## src/rtl/npu_pkg.sv

```systemverilog
// Shared widths, activation limits and the FIFO entry layout for the NPU activation path.
package npu_pkg;

  localparam int unsigned SUM_W    = 16;
  localparam int unsigned ACT_W    = 8;
  localparam int unsigned ACC_W    = 18;
  localparam int unsigned SHIFT_W  = 4;
  localparam int unsigned SATCNT_W = 16;
  localparam int          ACT_MAX  = 127;
  localparam int          ACT_MIN  = -128;

  typedef struct packed {
    logic             sat;
    logic [ACT_W-1:0] act;
  } act_entry_t;

endpackage

```

## src/rtl/npu_sync_fifo.sv

```systemverilog
// Single-clock FIFO with occupancy count; Depth must be a power of two so pointers wrap freely.
module npu_sync_fifo #(
  parameter int unsigned Width = 8,
  parameter int unsigned Depth = 4
) (
  input  logic                   clk_i,
  input  logic                   rst_ni,
  input  logic                   wr_en_i,
  input  logic [Width-1:0]       wr_data_i,
  input  logic                   rd_en_i,
  output logic [Width-1:0]       rd_data_o,
  output logic                   empty_o,
  output logic [$clog2(Depth):0] count_o
);

  localparam int unsigned PtrW = (Depth > 1) ? $clog2(Depth) : 1;
  localparam int unsigned CntW = $clog2(Depth) + 1;

  logic [Width-1:0] mem_q [Depth];
  logic [PtrW-1:0]  wr_ptr_q, wr_ptr_d;
  logic [PtrW-1:0]  rd_ptr_q, rd_ptr_d;
  logic [CntW-1:0]  count_q, count_d;
  logic             wr_fire, rd_fire;

  assign wr_fire = wr_en_i && (count_q != CntW'(Depth));
  assign rd_fire = rd_en_i && (count_q != '0);

  always_comb begin
    wr_ptr_d = wr_fire ? wr_ptr_q + PtrW'(1) : wr_ptr_q;
    rd_ptr_d = rd_fire ? rd_ptr_q + PtrW'(1) : rd_ptr_q;
    count_d  = count_q;
    if (wr_fire && !rd_fire) begin
      count_d = count_q + CntW'(1);
    end else if (!wr_fire && rd_fire) begin
      count_d = count_q - CntW'(1);
    end
  end

  always_ff @(posedge clk_i or negedge rst_ni) begin
    if (!rst_ni) begin
      wr_ptr_q <= '0;
      rd_ptr_q <= '0;
      count_q  <= '0;
    end else begin
      wr_ptr_q <= wr_ptr_d;
      rd_ptr_q <= rd_ptr_d;
      count_q  <= count_d;
    end
  end

  // Storage is not reset; emptiness is tracked by the pointers and count alone.
  always_ff @(posedge clk_i) begin
    if (wr_fire) begin
      mem_q[wr_ptr_q] <= wr_data_i;
    end
  end

  assign rd_data_o = mem_q[rd_ptr_q];
  assign empty_o   = (count_q == '0);
  assign count_o   = count_q;

endmodule

```

## src/rtl/neuron_activation.sv

```systemverilog
// Bias add, optional ReLU, rounding requantisation and int8 saturation, buffered in an output FIFO.
module neuron_activation
  import npu_pkg::*;
#(
  parameter int unsigned FIFO_DEPTH = 4
) (
  input  logic                          clk,
  input  logic                          reset_n,
  input  logic                          in_valid,
  output logic                          in_ready,
  input  logic signed [SUM_W-1:0]       in_sum,
  input  logic signed [SUM_W-1:0]       bias,
  input  logic [SHIFT_W-1:0]            shift,
  input  logic                          relu_en,
  output logic                          out_valid,
  input  logic                          out_ready,
  output logic signed [ACT_W-1:0]       out_act,
  output logic                          out_sat,
  output logic [$clog2(FIFO_DEPTH):0]   fifo_count,
  input  logic                          sat_clr,
  output logic [SATCNT_W-1:0]           sat_count
);

  localparam int unsigned CntW = $clog2(FIFO_DEPTH) + 1;
  localparam logic signed [ACC_W-1:0] QMax = ACC_W'(ACT_MAX);
  localparam logic signed [ACC_W-1:0] QMin = ACC_W'(ACT_MIN);

  logic                    in_fire;
  logic                    s1_valid_q;
  logic signed [SUM_W:0]   s1_q, s1_d;
  logic [SHIFT_W-1:0]      shift_q;
  logic                    relu_q;
  logic signed [ACC_W-1:0] r_ext, rnd, q;
  act_entry_t              wr_entry, rd_entry;
  logic                    fifo_empty;
  logic [CntW:0]           credit_used;
  logic [SATCNT_W-1:0]     sat_count_q, sat_count_d;

  assign in_fire = in_valid && in_ready;
  assign s1_d    = {in_sum[SUM_W-1], in_sum} + {bias[SUM_W-1], bias};

  always_ff @(posedge clk or negedge reset_n) begin
    if (!reset_n) begin
      s1_valid_q <= 1'b0;
      s1_q       <= '0;
      shift_q    <= '0;
      relu_q     <= 1'b0;
    end else begin
      s1_valid_q <= in_fire;
      if (in_fire) begin
        s1_q    <= s1_d;
        shift_q <= shift;
        relu_q  <= relu_en;
      end
    end
  end

  // Adding half an LSB before the arithmetic shift rounds ties toward +inf.
  always_comb begin
    r_ext = {{(ACC_W - SUM_W - 1){s1_q[SUM_W]}}, s1_q};
    if (relu_q && s1_q[SUM_W]) begin
      r_ext = '0;
    end
    rnd = (shift_q == '0) ? '0 : (ACC_W'(1) << (shift_q - SHIFT_W'(1)));
    q   = (r_ext + rnd) >>> shift_q;

    wr_entry = '0;
    if (q > QMax) begin
      wr_entry.act = ACT_W'(ACT_MAX);
      wr_entry.sat = 1'b1;
    end else if (q < QMin) begin
      wr_entry.act = ACT_W'(ACT_MIN);
      wr_entry.sat = 1'b1;
    end else begin
      wr_entry.act = q[ACT_W-1:0];
    end
  end

  npu_sync_fifo #(
    .Width ($bits(act_entry_t)),
    .Depth (FIFO_DEPTH)
  ) u_fifo (
    .clk_i     (clk),
    .rst_ni    (reset_n),
    .wr_en_i   (s1_valid_q),
    .wr_data_i (wr_entry),
    .rd_en_i   (out_ready),
    .rd_data_o (rd_entry),
    .empty_o   (fifo_empty),
    .count_o   (fifo_count)
  );

  // Credit counts the result still in stage 1 so the FIFO can never overflow.
  assign credit_used = {1'b0, fifo_count} + {{CntW{1'b0}}, s1_valid_q};
  assign in_ready    = reset_n && (credit_used < (CntW + 1)'(FIFO_DEPTH));

  assign out_valid = !fifo_empty;
  assign out_act   = out_valid ? rd_entry.act : '0;
  assign out_sat   = out_valid ? rd_entry.sat : 1'b0;

  always_comb begin
    sat_count_d = sat_count_q;
    if (sat_clr) begin
      sat_count_d = '0;
    end else if (s1_valid_q && wr_entry.sat && (sat_count_q != '1)) begin
      sat_count_d = sat_count_q + SATCNT_W'(1);
    end
  end

  always_ff @(posedge clk or negedge reset_n) begin
    if (!reset_n) begin
      sat_count_q <= '0;
    end else begin
      sat_count_q <= sat_count_d;
    end
  end

  assign sat_count = sat_count_q;

endmodule

```

## config.mk

```make
export PLATFORM = sky130hd
export DESIGN_NAME = neuron_activation
export DESIGN_NICKNAME = d
export VERILOG_FILES = /design/src/rtl/npu_pkg.sv /design/src/rtl/npu_sync_fifo.sv /design/src/rtl/neuron_activation.sv
export SDC_FILE = /design/constraint.sdc
export NUM_CORES = 1
export LEC_CHECK = 0
export ABC_CLOCK_PERIOD_IN_PS = 4790
export CAP_MARGIN = 10
export CORE_UTILIZATION = 30
export DETAILED_ROUTE_END_ITERATION = 16
export PLACE_DENSITY_LB_ADDON = 0.3
export SLEW_MARGIN = 25
export SYNTH_ARGS = -nofsm -noshare
export SYNTH_HDL_FRONTEND = slang
export SYNTH_HIERARCHICAL = 1
export SYNTH_SLANG_ARGS = --single-unit
```

## constraint.sdc

```tcl
create_clock -name clk -period 4.79 [get_ports clk]
set_input_delay 1.1975 -clock clk [delete_from_list [all_inputs] [get_ports clk]]
set_output_delay 1.1975 -clock clk [all_outputs]
set_load 0.005 [all_outputs]
```

* Yosys cells after proc, flatten, opt, wreduce, memory -nomap -nowiden
Memory sizes are Yosys's and may differ from the RTL's. Cells that the tools add are included.
Word-level totals: output and inout port bits 30, memory bits (writable) 36, logic and storage cells 55, input bits 42, memories 1, flip-flop bits (word level) 46
Memory list:
- u_fifo.mem_q | words 4, width 9, rd ports 1, clocked after Yosys merged registers in 0, write ports 1, line npu_sync_fifo.sv:19 | logic [Width-1:0] mem_q [Depth];
Operators by class: equality and inequality tests 2, order comparisons 3, multiplexer cells 13, add/subtract/negate cells 9, shifts and indexed selects 2, reductions and logical operators 17
Operators with widths (count):
- two-way mux 18 bit | 2
- two-way mux 16 bit | 2
- adder 18 bit | 1
- > comparator 18 x 8 -> 1 bit (second input constant) | 1
- less-than comparator 18 x 8 -> 1 bit (second input constant) | 1
- << shifter 1 x 4 -> 18 bit (first input constant) | 1
- >>> shifter 18 x 4 -> 18 bit | 1
- adder 16 x 16 -> 17 bit | 1
- adder 16 x 1 -> 16 bit (second input constant) | 1
- two-way mux 8 bit | 2
- inequality test 16 bit (second input constant) | 1
- logical AND 1 bit | 9
- two-way mux 9 bit | 1
- two-way mux 3 bit | 2
- adder 2 x 1 -> 2 bit (second input constant) | 2
- adder 3 x 1 -> 4 bit | 1
- zero test 4 bit | 1
- less-than comparator 4 x 3 -> 1 bit (second input constant) | 1
- two-way mux 1 bit | 4
- nonzero test 2 bit | 2
- subtractor 4 x 1 -> 4 bit (second input constant) | 1
- adder 3 x 1 -> 3 bit (second input constant) | 1
- zero test 1 bit | 3
- zero test 3 bit | 1
- other kinds (3) | 3

* Longest topological paths before layout
Gate-level depths: netlist of run 1.
depth in word-level cells 12, depth in mapped cells 22, gate-level depth less buffers 18

* By module
The synthesis of run 1 kept the hierarchy.
Modules (own cells, without submodules):
- neuron_activation | times used 1, area an instance 4810.9 um^2, cells an instance 631, seq. area each 975.9 um^2
- npu_sync_fifo | times used 1, area an instance 1737.9 um^2, cells an instance 82, seq. area each 1256.2 um^2

* Worst setup path before layout of run 1
No wires, ideal clock.
path type register -> register, start reg shift_q[2], end reg sat_count_q[1] (netlist: sat_count[1]), period minus slack after synthesis 4.612 ns, data required time 4.658 ns, path buffers 5, library setup time 0.132 ns, arrival 4.480 ns, stages on the path, launching flop included 21, path slack 0.178 ns, path through dfrtp_1 > clkbuf_1 > clkbuf_1 > clkbuf_1 > nand2b_1 > nor2_1 > ha_1 > a21o_1 > or3_4 > o21ai_4 > o221a_2 > nor4b_4 > a2111oi_4 > a22o_1 > a31oi_1 > or4b_4 > o2111ai_2 > buf_6 > buf_6 > mux2i_1 > nor2_1
Between the ends: longest elaborated chain between the ends 11, elaborated cells between the ends (all ways) 13, those cells by class add/sub: 2; order compare: 2; shift: 2; mux: 3; reduce/logical: 4
Ends and longest elaborated chain:
- from (decl) | line neuron_activation.sv:31 | logic [SHIFT_W-1:0] shift_q;
- from (signal assigned) | line neuron_activation.sv:52 | shift_q <= shift;
- subtractor 4 x 1 -> 4 bit | line neuron_activation.sv:64 | rnd = (shift_q == '0) ? '0 : (ACC_W'(1) << (shift_q - SHIFT_W'(1)));
- << shifter 1 x 4 -> 18 bit | line neuron_activation.sv:64
- two-way mux 18 bit | line neuron_activation.sv:64
- adder 18 bit | line neuron_activation.sv:65 | q = (r_ext + rnd) >>> shift_q;
- >>> shifter 18 x 4 -> 18 bit (*) | line neuron_activation.sv:65
- less-than comparator 18 x 8 -> 1 bit | line neuron_activation.sv:71 | end else if (q < QMin) begin
- two-way mux 1 bit | line neuron_activation.sv:71
- two-way mux 9 bit (*) | line neuron_activation.sv:68 | if (q > QMax) begin
- logical AND 1 bit (*) (2 in a row) | line neuron_activation.sv:105 | end else if (s1_valid_q && wr_entry.sat && (sat_count_q != '1)) begin
- nonzero test 2 bit (no line) (*)
- to (signal assigned) | line neuron_activation.sv:114 | sat_count_q <= sat_count_d;
- to (decl) | line neuron_activation.sv:37 | logic [SATCNT_W-1:0] sat_count_q, sat_count_d;
Mark *: on every way between the ends. The rest lies on a longest branch, timed or not. A chain may end at the register's enable or synchronous reset.

* Worst setup path in the final report of run 1
start reg shift_q[1], end reg sat_count_q[11] (netlist: sat_count[11])
The elaborated chain is that of the path after synthesis.

==> impl_metrics.csv, run 1 <==
group,metric,value,unit
run_status,run_status,"complete, no violations",
setup_path,timing.critical_path.arrival,4.79,ns
setup_path,crit_type,"register to register",
route,drt-initial-drc-count,284,
setup_path,crit_path_max_fanout,11,
pwr,power-per-cell-area,613.5,nW/µm²
placed_design,port-buffer-count,71,
synth,yosys_warnings,6,
worst_hold_path,hp-class,"register to register",
synth,synthCells,713,
placed_design,detailedPlacementHpwl,12570,µm
cts,cts_made_buffers,9,
route,routedWlPerCell,15.28,µm
worst_hold_path,min_delay_path_depth,2,
sta,report.final.setup_viol,0,
cts,cts.clk_slew.worst_paths,0.07,ns
worst_hold_path,min_delay_worst_endpoint,"s1_q[9]$_DFFE_PN0P_",
synth,synth_top_cells_by_count,"nand2_1, nor2_1, a21oi_1",
cts,clock_insertion_delay_worst_skew,0.36,ns
cells_and_area,final_cells,1085,
pwr,totalPowerFinal,5.006,mW
synth,netlist.top_cell.by_area,"dfrtp_1",
global_routing,track_usage,15.59,%
pwr,power.leakage,3.265,nW
floorplan,design.portCount,72,
synth,synth_edf_count,36,
synth,synth_seq_area_share,34.08,%
cells_and_area,antenna_cells,0,
global_routing,antenna_violations_before_repair,0,
cts,ctsHtreeMaxLevel,3,
cells_and_area,final_core_utilization,38.46,%
route,drc,0,
sta,hold_slack,0.4685,ns
synth,netlist-cell-type-count,89,
setup_path,critical_path.reg2reg.startpoint,"shift_q[1]$_DFFE_PN0P_",
sta,timing.setup.tns,0,ns
cts,clock-sinks,82,
setup_path,r2r_cells,20,
setup_path,worstReg2RegEnd,"sat_count[11]$_DFFE_PN0P_",
sta,finalHoldViolations,0,
cts,cts_root_buffer,"clkbuf_16",
floorplan,initial_utilization,30.86,%
sta,relSlewSlack,54.78,%
placed_design,detailedPlace.worstSlack,0.01323,ns
floorplan,fp.dieW,149.7,µm
global_routing,global_route_wire_length_before_repair,27630,µm
synth,synthesis.nets,796,
floorplan,chipHeight,149.7,µm
floorplan,design.die.area,22420,µm²
cts,cts.repair.resized,0,
cts,cts_hold_buffers,0,
synth,synth_ff_type,"dfrtp_1",
setup_path,timing.reg2reg.setup_slack,0.23,ns
sta,final_min_period_over_clock_period,95.09,%
pwr,worst_ir_drop_vdd,0.0002151,V
cells_and_area,filler_cell_count,2170,
setup_path,worst_ep_required_time,5.03,ns
synth,synthDominantCellAreaShare,17.58,%
setup_path,start_kind,"register",
sta,number_of_pins_exceeding_their_max_slew_limit_in_the_final_report,0,
sta,clock-skew-final,0.01456,ns
placed_design,place.gp.congestion,0.8928,
route,drtAntennaViolNets,0,
global_routing,grt_max_degree,47,
cts,postCtsSetupBuffers,0,
sta,clock.fmax,0.2195,GHz
cells_and_area,summed_area_of_non_filler_cells_in_the_final_layout,8160,µm²
floorplan,std_cell_rows,53,
cts,cts.path.max_buffers,2,
floorplan,core_area,21220,µm²
placed_design,dp_cells,1069,
synth,avgSynthCellArea,9.185,µm²
cells_and_area,layout-drive-gt1-share,15.06,%
sta,worst_slack,0.2350,ns
synth,synth.most_common_cell,"nand2_1",
route,via_to_cell_ratio,5.187,
synth,leading_cell_types_by_total_area_after_synthesis,"dfrtp_1, edfxtp_1, ha_1, nand2_1, a21oi_1",
synth,synth_seq_cells,82,
global_routing,global_route.overflow_total,0,
cts,cts_tree,"yes",
cells_and_area,fin_nets,888,
setup_path,end_kind,"register",
synth,synth_async_sr_flop_share,56.10,%
cells_and_area,syn2layout_area_growth,24.61,%
route,drt_pass1_iterations,5,
worst_hold_path,min-delay-start,"s1_q[9]$_DFFE_PN0P_",
synth,post_synth_instance_area,6549,µm²
sta,worstMarginPinSlew,0.6762,ns
flow_run,cap_viol_max_count,0,
route,routed-via-count,5628,
placed_design,placed_cell_area,7785,µm²
route,wirelength,16580,µm
global_routing,number_of_global_route_vias_before_repair,5518,
sta,finalWorstPathRequiredPeriod,4.555,ns
-- placed cells by master, fill, tap and decap left out, drive strengths merged, types with 16 or more instances in the layout --
cell type and n:
o211ai 16, inv 40, ha 38, buf 48, a21oi 54, nand2 76
and2 26, nor2 57, edfxtp 36, xnor2 16, dfrtp 46, o21ai 53
clkdlybuf4s50 70
-- report_power, final --
part / leakage, nW / total (mW) / internal [mW] / switching [mW]
Clock: 0.138 / 0.692 / 0.366 / 0.326
Sequential: 0.905 / 1.12 / 0.976 / 0.140
Combinational: 2.22 / 3.20 / 1.43 / 1.77
-- cell type report --
cell class	instances	area, µm²	share of cell area, %
multi-input cells	559	4086	50.08
clock buffers	9	225.2	2.760
repair buffers	118	1075	13.17
flip-flops and latches	82	2232	27.35
clock inverters	7	66.31	0.8126
inverters	35	131.4	1.610
well taps	275	344.1	4.216
-- cells by family (layout without fill, tap and decap cells) --
| logic type | count (synthesis) | in the layout | synth area share, % |
|---|---|---|---|
| adders and majority gates | 41 | 41 | 8.177 |
| muxes | 24 | 24 | 6.305 |
| xor gates and xnor gates | 29 | 29 | 3.878 |
| and+or+nand+nor | 253 | 253 | 20.25 |
| buffers and inverters | 72 | 169 | 4.738 |
| other | 1 | 1 | 0.05726 |
| AOI/OAI and AO/OA | 211 | 211 | 22.51 |
| DFF | 82 | 82 | 34.08 |
-- state kept, by name, summed over array words and instances (netlist names) --
name,count
u_fifo/wr_ptr_q,2
u_fifo/rd_ptr_q,2
sat_count,16
s1_q,17
u_fifo/mem_q,36
u_fifo/count_o,3
s1_valid_q,1
shift_q,4
relu_q,1
-- critical path, cell delays in order, from the launching register on --
cell	delay, ns
dfrtp_1	0.43
inv_1	0.11
nand2_1	0.17
nor2_1	0.16
ha_1	0.18
inv_1	0.05
fa_1	0.37
nand2b_1	0.21
a21oi_4	0.21
o211ai_2	0.18
a31o_1	0.33
nand3_2	0.11
a311oi_1	0.09
buf_4	0.16
a2111o_1	0.38
o211ai_1	0.09
or4b_4	0.53
o2111ai_4	0.20
buf_4	0.23
nor4_1	0.05
o21bai_1	0.18
-- routing by layer --
metal	wire length [µm]	part of all wire, %	GRT usage, %	up-vias
li1	-	-	-	2821
met1	7761	47	20.32	2659
met2	7738	47	25.23	124
met3	640	3.9	2.591	24
met4	443	2.7	6.970	0
met5	0	0	0	-
-- how the worst max path moves through the flow --
stage               cells past startpoint                         to  slack [ns]                    from
global route                           19   sat_count[1]$_DFFE_PN0P_       -0.04  shift_q[1]$_DFFE_PN0P_
global placement                       17       s1_q[16]$_DFFE_PN0P_        0.06               in_sum[0]
CTS                                    19  sat_count[10]$_DFFE_PN0P_        0.10  shift_q[1]$_DFFE_PN0P_
finish                                 20  sat_count[11]$_DFFE_PN0P_        0.23  shift_q[1]$_DFFE_PN0P_
floorplan                              20   sat_count[1]$_DFFE_PN0P_        0.18  shift_q[2]$_DFFE_PN0P_
detailed placement                     17       s1_q[16]$_DFFE_PN0P_        0.01                 bias[0]
Power figures use the tool's default switching activity.
==> run 2: changes to the inputs <==
Settings changed: ABC_CLOCK_PERIOD_IN_PS 4790 to 5800.
Clock period 4.79 ns to 5.8 ns, I/O delays scaled along.
==> run 2 against run 1 <==
Net effect:
- non-clock buffer count is 32 lower
- global-route usage fell by 0.22 points
- first-iteration DRC count increased by 32%
- critical path type unchanged
- critical endpoint is now sat_count[4]$_DFFE_PN0P_
- largest power group unchanged
==> impl_metrics.csv, run 2 (synthesized netlist as in run 1, its figures left out) <==
group,metric,value,unit
sta,timing.setup.tns,0,ns
route,routedWlPerCell,15.48,µm
pwr,power-per-cell-area,505.9,nW/µm²
sta,clock.fmax,0.1957,GHz
cts,postCtsSetupBuffers,0,
route,routed-via-count,5390,
placed_design,port-buffer-count,71,
cells_and_area,summed_area_of_non_filler_cells_in_the_final_layout,7846,µm²
cells_and_area,antenna_cells,0,
setup_path,start_kind,"register",
setup_path,end_kind,"register",
setup_path,cp_slowest_cell,"o32ai_1",
cts,clock-sinks,82,
floorplan,fp.dieW,149.7,µm
placed_design,place.gp.congestion,0.8899,
route,via_to_cell_ratio,5.119,
floorplan,core_area,21220,µm²
setup_path,worst_ep_required_time,6.06,ns
cells_and_area,area_used_by_multi_input_combinational_logic,4006,µm²
cts,cts_made_buffers,9,
cts,cts_tree,"yes",
flow_run,cap_viol_max_count,0,
run_status,run_status,"complete, no violations",
global_routing,number_of_global_route_vias_before_repair,5313,
pwr,power.leakage,3.102,nW
worst_hold_path,hp-class,"register to register",
setup_path,crit_type,"register to register",
floorplan,design.die.area,22420,µm²
cts,cts_root_buffer,"clkbuf_16",
cts,cts.clk_slew.worst_paths,0.07,ns
pwr,totalPowerFinal,3.970,mW
cells_and_area,filler_cell_count,2176,
sta,number_of_pins_exceeding_their_max_slew_limit_in_the_final_report,0,
placed_design,placed_cell_area,7532,µm²
sta,clock-skew-final,0.008719,ns
sta,report.final.setup_viol,0,
route,wirelength,16300,µm
cts,cts.repair.resized,0,
setup_path,critical_path.top_delay_family,"simple AND/OR/NAND/NOR gates",
setup_path,timing.critical_path.buf_inv,2,
route,drtAntennaViolNets,0,
global_routing,global_route_wire_length_before_repair,27190,µm
setup_path,maximum_single_stage_delay_on_the_critical_path,0.67,ns
floorplan,initial_utilization,30.86,%
cts,ctsHtreeMaxLevel,3,
cts,cts_hold_buffers,0,
cts,clock_insertion_delay_worst_skew,0.35,ns
global_routing,global_route.overflow_total,0,
setup_path,timing.critical_path.arrival,5.37,ns
route,drt_pass1_iterations,4,
cells_and_area,layout.cells.most_common_list,"nand2_1, clkdlybuf4s50_1, nor2_1",
sta,finalWorstPathRequiredPeriod,5.111,ns
cells_and_area,syn2layout_area_growth,19.81,%
sta,worst_slack,0.6894,ns
cells_and_area,regMostFlops,"u_fifo/mem_q",
sta,final_min_period_over_clock_period,88.11,%
route,drc,0,
floorplan,design.portCount,72,
sta,relSlewSlack,43.77,%
global_routing,grt_max_degree,47,
cells_and_area,layout-drive-gt1-share,10.28,%
sta,hold_slack,0.4665,ns
pwr,worst_ir_drop_vdd,0.0001810,V
cells_and_area,seqCellArea,2232,µm²
floorplan,std_cell_rows,53,
floorplan,chipHeight,149.7,µm
sta,finalHoldViolations,0,
placed_design,detailedPlace.worstSlack,0.5967,ns
placed_design,detailedPlacementHpwl,12240,µm
cells_and_area,mostFrequentLayoutCell,"nand2_1",
cells_and_area,fin_nets,856,
sta,setup_repair_after_global_routing_missed_its_margin,"no",
global_routing,track_usage,15.36,%
cells_and_area,largest_reg_flops,36,
sta,worstMarginPinSlew,0.8377,ns
route,drt-initial-drc-count,375,
setup_path,cells_traversed_along_the_worst_timing_path,"inv_2 > nand2_1 > nor2_1 > ha_1 > nand2_1 > or3_1 > and3_4 > nand4_2 > nand3_2 > o32ai_1 > nor3b_1 > o211a_1 > o211ai_2 > o2111ai_2 > buf_4 > or3_1 > a21oi_1",
global_routing,antenna_violations_before_repair,0,
cts,cts.path.max_buffers,2,
setup_path,crit_path_max_fanout,16,
==> run 2: changes by cell type in the layout (fill, tap and decap cells not counted), moves of 2 or more <==
cell      delta
buf_4       -30
clkinv_4     +3
inv_8        -3
nand2_1      +2
nand2_2      -2
==> run 2: routing by layer <==
metal  share of wire, %  GRT usage (%)  routed length [µm]
met1                 49          21.12                8009
met2                 46          24.19                7438
met3                3.7          2.561                 600
met4                1.5          5.455                 250
met5                  0              0                   0
==> run 2: report_power, final <==
part,total (mW),switching [mW],leakage [nW],internal (mW)
combinational,2.45,1.40,2.05,1.04
clock,0.594,0.253,0.149,0.341
sequential,0.927,0.121,0.905,0.806
total,3.97,1.78,3.10,2.19
==> run 2: per-stage QoR <==
stage / utilization (%) / std cells
after detailed placement: 35.50 / 1037
after global placement: 35.50 / 1037
final: 36.98 / 1053
after floorplan: - / 713
after CTS: 36.98 / 1053
after global routing: 36.98 / 1053
==> run 2: final timing paths <==
path | start | to | slack (ns) | cells after the start
setup / recovery | shift_q[0]$_DFFE_PN0P_ | sat_count[4]$_DFFE_PN0P_ | 0.69 | 17
hold / removal | s1_q[0]$_DFFE_PN0P_ | s1_q[0]$_DFFE_PN0P_ | 0.47 | 2
setup reg to reg | shift_q[0]$_DFFE_PN0P_ | sat_count[4]$_DFFE_PN0P_ | 0.69 | 17
hold reg to reg | s1_q[0]$_DFFE_PN0P_ | s1_q[0]$_DFFE_PN0P_ | 0.47 | 2
max in group asynchronous | reset_n | s1_q[8]$_DFFE_PN0P_ | 4.15 | 2
min in group asynchronous | reset_n | u_fifo/rd_ptr_q[1]$_DFFE_PN0P_ | 1.20 | 2
==> run 2: final cells by class <==
cell class              count  share of cell area, %
clock inverters             7                  1.132
clock buffers               9                  2.870
flip-flops and latches     82                  28.45
multi-input cells         559                  51.06
inverters                  35                  1.674
repair buffers             86                  10.43
well taps                 275                  4.385
==> run 2: worst register-to-register path, cell delays in order (launching register included) <==
cell       delay, ns
dfrtp_1         0.60
inv_2           0.14
nand2_1         0.37
nor2_1          0.21
ha_1            0.41
nand2_1         0.11
or3_1           0.38
and3_4          0.20
nand4_2         0.09
nand3_2         0.12
o32ai_1         0.67
nor3b_1         0.11
o211a_1         0.25
o211ai_2        0.21
o2111ai_2       0.37
buf_4           0.32
or3_1           0.35
a21oi_1         0.14
